[src/rtl/fifo_rr_read_arbiter.sv]
// -----------------------------------------------------------------------------
// fifo_rr_read_arbiter
//
// Round-robin read scheduler that lets NumPorts packet FIFOs share one
// downstream consumer. One entry is moved per transaction:
//   IDLE -> READ -> WAIT -> SEND (valid entry)
//   IDLE -> READ -> WAIT -> IDLE (entry with valid bit clear, dropped)
// The FIFOs present a registered buf_out, so the entry popped in READ is
// sampled one cycle later in WAIT.
//
// Output handshake: out_valid/out_ready follow strict valid/ready rules.
// Once out_valid is high, out_data and out_port stay stable and out_valid
// stays high until the cycle in which out_ready is also high; that cycle is
// the transfer. out_valid never depends combinationally on out_ready.
//
// Ports
//   clk          in   clock, rising edge
//   rst          in   asynchronous, active-high reset
//   fifo_empty   in   [NumPorts]            buf_empty of each FIFO
//   fifo_data    in   [NumPorts*DataWidth]  buf_out of each FIFO, port k at
//                                           [k*DataWidth +: DataWidth]
//   fifo_rd_en   out  [NumPorts]            one-hot pop strobe, high in READ only
//   out_data     out  [DataWidth]           captured entry
//   out_valid    out                        out_data holds a packet
//   out_ready    in                         consumer accepts out_data
//   out_port     out  [PortIdxWidth]        source port of out_data
//   drop_count   out  [DropCntWidth]        saturating count of dropped entries
//   busy         out                        high in every state except IDLE
//   state_dbg    out  [2]                   current FSM state (0 IDLE, 1 READ,
//                                           2 WAIT, 3 SEND)
// -----------------------------------------------------------------------------
module fifo_rr_read_arbiter #(
    parameter int NumPorts     = 4,
    parameter int PortIdxWidth = 2,
    parameter int DataWidth    = 67,
    parameter int ValidBitPos  = 63,
    parameter int DropCntWidth = 8
) (
    input  logic                          clk,
    input  logic                          rst,
    input  logic [NumPorts-1:0]           fifo_empty,
    input  logic [NumPorts*DataWidth-1:0] fifo_data,
    output logic [NumPorts-1:0]           fifo_rd_en,
    output logic [DataWidth-1:0]          out_data,
    output logic                          out_valid,
    input  logic                          out_ready,
    output logic [PortIdxWidth-1:0]       out_port,
    output logic [DropCntWidth-1:0]       drop_count,
    output logic                          busy,
    output logic [1:0]                    state_dbg
);

    typedef enum logic [1:0] {
        IDLE = 2'd0,
        READ = 2'd1,
        WAIT = 2'd2,
        SEND = 2'd3
    } state_t;

    state_t                  state;
    state_t                  state_nxt;

    logic [PortIdxWidth-1:0] grant;       // port owning the current transaction
    logic [PortIdxWidth-1:0] last_grant;  // most recently popped port
    logic [PortIdxWidth-1:0] rr_pick;     // next port in round-robin order
    logic [PortIdxWidth-1:0] cand;
    logic                    any_req;

    logic [DataWidth-1:0]    port_entry [NumPorts];
    logic [DataWidth-1:0]    sel_entry;
    logic                    entry_valid;

    // -------------------------------------------------------------------------
    // Split the flat buf_out bus into one entry per port.
    // -------------------------------------------------------------------------
    for (genvar k = 0; k < NumPorts; k++) begin : g_slice
        assign port_entry[k] = fifo_data[k*DataWidth +: DataWidth];
    end

    assign sel_entry   = port_entry[grant];
    assign entry_valid = sel_entry[ValidBitPos];

    // -------------------------------------------------------------------------
    // Round-robin search: scan last_grant+1, +2, ... wrapping modulo NumPorts.
    // The last candidate examined is last_grant itself, so a lone requester
    // is always found. The modulo keeps non-power-of-two port counts correct.
    // -------------------------------------------------------------------------
    always_comb begin
        rr_pick = '0;
        any_req = 1'b0;
        cand    = '0;
        for (int i = 1; i <= NumPorts; i++) begin
            cand = PortIdxWidth'((int'(last_grant) + i) % NumPorts);
            if (!any_req && !fifo_empty[cand]) begin
                any_req = 1'b1;
                rr_pick = cand;
            end
        end
    end

    // -------------------------------------------------------------------------
    // FSM state register
    // -------------------------------------------------------------------------
    always_ff @(posedge clk or posedge rst) begin
        if (rst) begin
            state <= IDLE;
        end else begin
            state <= state_nxt;
        end
    end

    // -------------------------------------------------------------------------
    // FSM next-state logic. Ports becoming non-empty outside IDLE are only
    // looked at once the machine returns to IDLE.
    // -------------------------------------------------------------------------
    always_comb begin
        state_nxt = state;
        case (state)
            IDLE: begin
                if (any_req) begin
                    state_nxt = READ;
                end
            end
            READ: begin
                state_nxt = WAIT;
            end
            WAIT: begin
                // Invalid entries are dropped and do not occupy the output.
                state_nxt = entry_valid ? SEND : IDLE;
            end
            SEND: begin
                if (out_ready) begin
                    state_nxt = IDLE;
                end
            end
            default: begin
                state_nxt = IDLE;
            end
        endcase
    end

    // -------------------------------------------------------------------------
    // Pop strobe: decoded from state and grant, so it is a single-cycle
    // one-hot pulse that cannot outlive READ.
    // -------------------------------------------------------------------------
    always_comb begin
        fifo_rd_en = '0;
        if (state == READ) begin
            fifo_rd_en = {{(NumPorts-1){1'b0}}, 1'b1} << grant;
        end
    end

    // -------------------------------------------------------------------------
    // Grant bookkeeping. last_grant resets to the highest port so that port 0
    // wins the first arbitration after reset.
    // -------------------------------------------------------------------------
    always_ff @(posedge clk or posedge rst) begin
        if (rst) begin
            grant      <= '0;
            last_grant <= PortIdxWidth'(NumPorts - 1);
        end else begin
            if (state == IDLE && any_req) begin
                grant <= rr_pick;
            end
            if (state == READ) begin
                last_grant <= grant;
            end
        end
    end

    // -------------------------------------------------------------------------
    // Output capture and drop counter. out_data is left untouched when the
    // transfer completes; only out_valid drops.
    // -------------------------------------------------------------------------
    always_ff @(posedge clk or posedge rst) begin
        if (rst) begin
            out_data   <= '0;
            out_valid  <= 1'b0;
            out_port   <= '0;
            drop_count <= '0;
        end else begin
            case (state)
                WAIT: begin
                    if (entry_valid) begin
                        out_data  <= sel_entry;
                        out_port  <= grant;
                        out_valid <= 1'b1;
                    end else if (drop_count != {DropCntWidth{1'b1}}) begin
                        drop_count <= drop_count + DropCntWidth'(1);
                    end
                end
                SEND: begin
                    if (out_ready) begin
                        out_valid <= 1'b0;
                    end
                end
                default: begin
                end
            endcase
        end
    end

    assign busy      = (state != IDLE);
    assign state_dbg = state;

endmodule

[config.mk]
export PLATFORM = sky130hd
export DESIGN_NAME = fifo_rr_read_arbiter
export DESIGN_NICKNAME = d
export VERILOG_FILES = /design/src/rtl/fifo_rr_read_arbiter.sv
export SDC_FILE = /design/constraint.sdc
export NUM_CORES = 1
export LEC_CHECK = 0
export CAP_MARGIN = 20
export CELL_PAD_IN_SITES_DETAIL_PLACEMENT = 0
export CELL_PAD_IN_SITES_GLOBAL_PLACEMENT = 1
export CORE_ASPECT_RATIO = 0.6
export CORE_MARGIN = 5
export CORE_UTILIZATION = 28
export DETAILED_ROUTE_END_ITERATION = 6
export PLACE_DENSITY = 0.84
export SLEW_MARGIN = 20
export SYNTH_ARGS = -nofsm -noshare
export SYNTH_HDL_FRONTEND = slang
export SYNTH_SLANG_ARGS = --single-unit
[constraint.sdc]
create_clock -name clk -period 4.2 [get_ports clk]
set_input_delay 0.42 -clock clk [delete_from_list [all_inputs] [get_ports clk]]
set_output_delay 0.42 -clock clk [all_outputs]
set_load 0.03 [all_outputs]
==> out/results.ini <==
[run_status]
status=finished, final reports clean

[timing]
tightest_slew_ns=1.01
setup-violations-final=0
period_minus_slack_ns=2.90
fin_skew_ns=0.00686
finalSetupTns_ns=0
slew_viol_final=0
period_share_pct=69.0
rsz0062_at_grt=false
hold_violations=0
slew_headroom_pct=32.8
max_clock_freq_mhz=345

[setup_path]
worst-endpoint-arrival_ns=2.48
crit_path_start_kind=register
critPathRequiredTime_ns=3.78
critPathMaxFanout=74
critical_path_class=reg2out
critPathCaptureType=primary output

[synth]
synth.avg_cell_area_um2=15.8
synth_flop_cell=dfrtp_1
syn_area_mm2=0.00491
yosysWarnings=0
ys_seq_elements=84
synth_edf_count=0
synth_nets=586
async_flop_share_pct=100
syn_inst=310
synth_seq_area_share_pct=42.9
synth_cell_types=32

[final_layout]
fin_cells=899
drive_gt1_share_pct=24.5
final_util_pct=52.5
area_delta_synth_final_pct=83.6
layout.nets=935

[floorplan]
die_width_um=181
ios=360
die-area_mm2=0.0204
die_h_um=113
core_mm2=0.0172
initial_utilization_pct=28.6
rows=37

[place]
dpl.hpwl_um=14800
routabilityCongestion=0.849
dpl.cell_count=882
portBuffers=359

[clocking]
cts_buffers=9
tritoncts=yes
clock_latency_ns=0.33
cts_setup_buffers=0
cts_resized=0
path_clk_slew_ns=0.06
cts_buffer_depth=2
cts_sinks=84
cts_hold_buf=0
cts_root_buf=clkbuf_16
h-tree-depth=3

[routing]
viasPerCell=4.77
first_pass_iters=4
drc=0
vias=4287
ant_nets=0
detail_route.wl_per_cell_um=20.1
totalWireLength_um=18100
drtIter0Drc=185

[global_routing]
antenna_found_initial=1
track_usage_pct=17.2
grt_pass1_wl_um=27700
gr-total-overflow=0
first_global_vias=4872
grt_max_degree=75

[power_and_ir_drop]
p_leak_uw=0.00345
vdd_drop_max_v=0.000301
total_power_uw=6000
powerDensity_mw_per_mm2=665

[min_path]
hp-class=reg2reg

[run]
drv_cap=0

==> cells in the final DEF (no fill, tap or decap), types with 5 or more instances in the layout <==
cell,count
mux4_2,67
and3_1,5
dfrtp_1,80
nand2_1,15
mux2_2,69
clkbuf_16,9
clkdlybuf4s50_1,359
xnor2_1,6
o21ai_0,6
==> cells in the mapped netlist (2+ instances only) <==
cell / number / share of area, %
and3_1: 5 / 0.64
xnor2_1: 6 / 1.1
nand4_1: 4 / 0.51
dfrtp_1: 82 / 42
a21oi_1: 4 / 0.41
clkbuf_1: 15 / 1.1
o21ai_0: 6 / 0.61
nand3_1: 2 / 0.20
nand2_1: 15 / 1.1
inv_1: 5 / 0.38
nor2_1: 3 / 0.23
buf_4: 7 / 1.1
mux2_2: 69 / 16
mux4_2: 67 / 31
dfstp_2: 2 / 1.1
nand3b_1: 2 / 0.31
==> layout make-up <==
type | instances | area (um^2)
Sequential cell | 84 | 2110
Fill cell | 1467 | 8160
Antenna cell | 1 | 2.50
Inverter | 5 | 21.3
Timing Repair Buffer | 363 | 3620
Tap cell | 234 | 293
Clock inverter | 6 | 68.8
Multi-Input combinational cell | 196 | 2660
Clock buffer | 10 | 239
==> cells by family (layout without fill, tap and decap cells) <==
family	count (synthesis)	in the layout	share of synthesized area (%)
multiplexers	136	136	46.5
flip-flops	84	84	42.9
AO/OA/AOI/OAI	14	14	2.06
adder cells (fa/ha/maj)	1	1	0.255
AND/OR/NAND/NOR	38	38	4.03
XOR/XNOR	7	7	1.25
other	0	1	0
buffers and inverters	30	384	3.01
==> report_power, final <==
group / switching [uW] / internal [uW]
Sequential: 476 / 1220
Combinational: 1580 / 1900
Clock: 335 / 483
Total: 2390 / 3610
==> flip-flops by register name, indices dropped and copies added (netlist names) <==
name / flops
grant: 2
state_dbg: 2
out_valid: 1
drop_count: 8
out_data: 67
out_port: 2
last_grant: 2
==> worst max-delay path, cell delays in order, from the launching register on <==
cell	delay (ns)
dfrtp_4	1.06
nor3b_1	0.31
clkdlybuf4s50_1	0.76
==> worst paths after layout <==
| kind | from | to | slack [ns] | depth (start not counted) |
|---|---|---|---|---|
| setup / recovery | grant[1] | fifo_rd_en[2] | 1.30 | 2 |
| hold / removal | out_data[63] | out_data[63] | 0.46 | 1 |
| hold reg to reg | out_data[63] | out_data[63] | 0.46 | 1 |
| max in group asynchronous | rst | out_data[57] | 2.79 | 3 |
| setup reg to reg | grant[0] | out_data[57] | 1.39 | 4 |
| min in group asynchronous | rst | out_data[38] | 0.54 | 2 |
==> through the flow <==
stage | hold slack [ns] | setup slack, ns | area (um^2)
global route | 0.506 | 1.19 | 9020
CTS | 0.474 | 1.24 | 9010
finish | 0.465 | 1.30 | 9020
detailed placement | 0.458 | 1.35 | 8710
floorplan | 0.456 | 1.62 | 4910
global placement | 0.453 | 1.44 | 8710
==> layer usage <==
layer	vias up	GRT usage, %	share of wire, %
met4	0	4.35	1.8
met5	-	0	0
met3	22	5.93	7.6
li1	1927	-	-
met1	2120	19.9	38
met2	218	30.9	52
No activity file was read; power rests on OpenSTA's default activity.
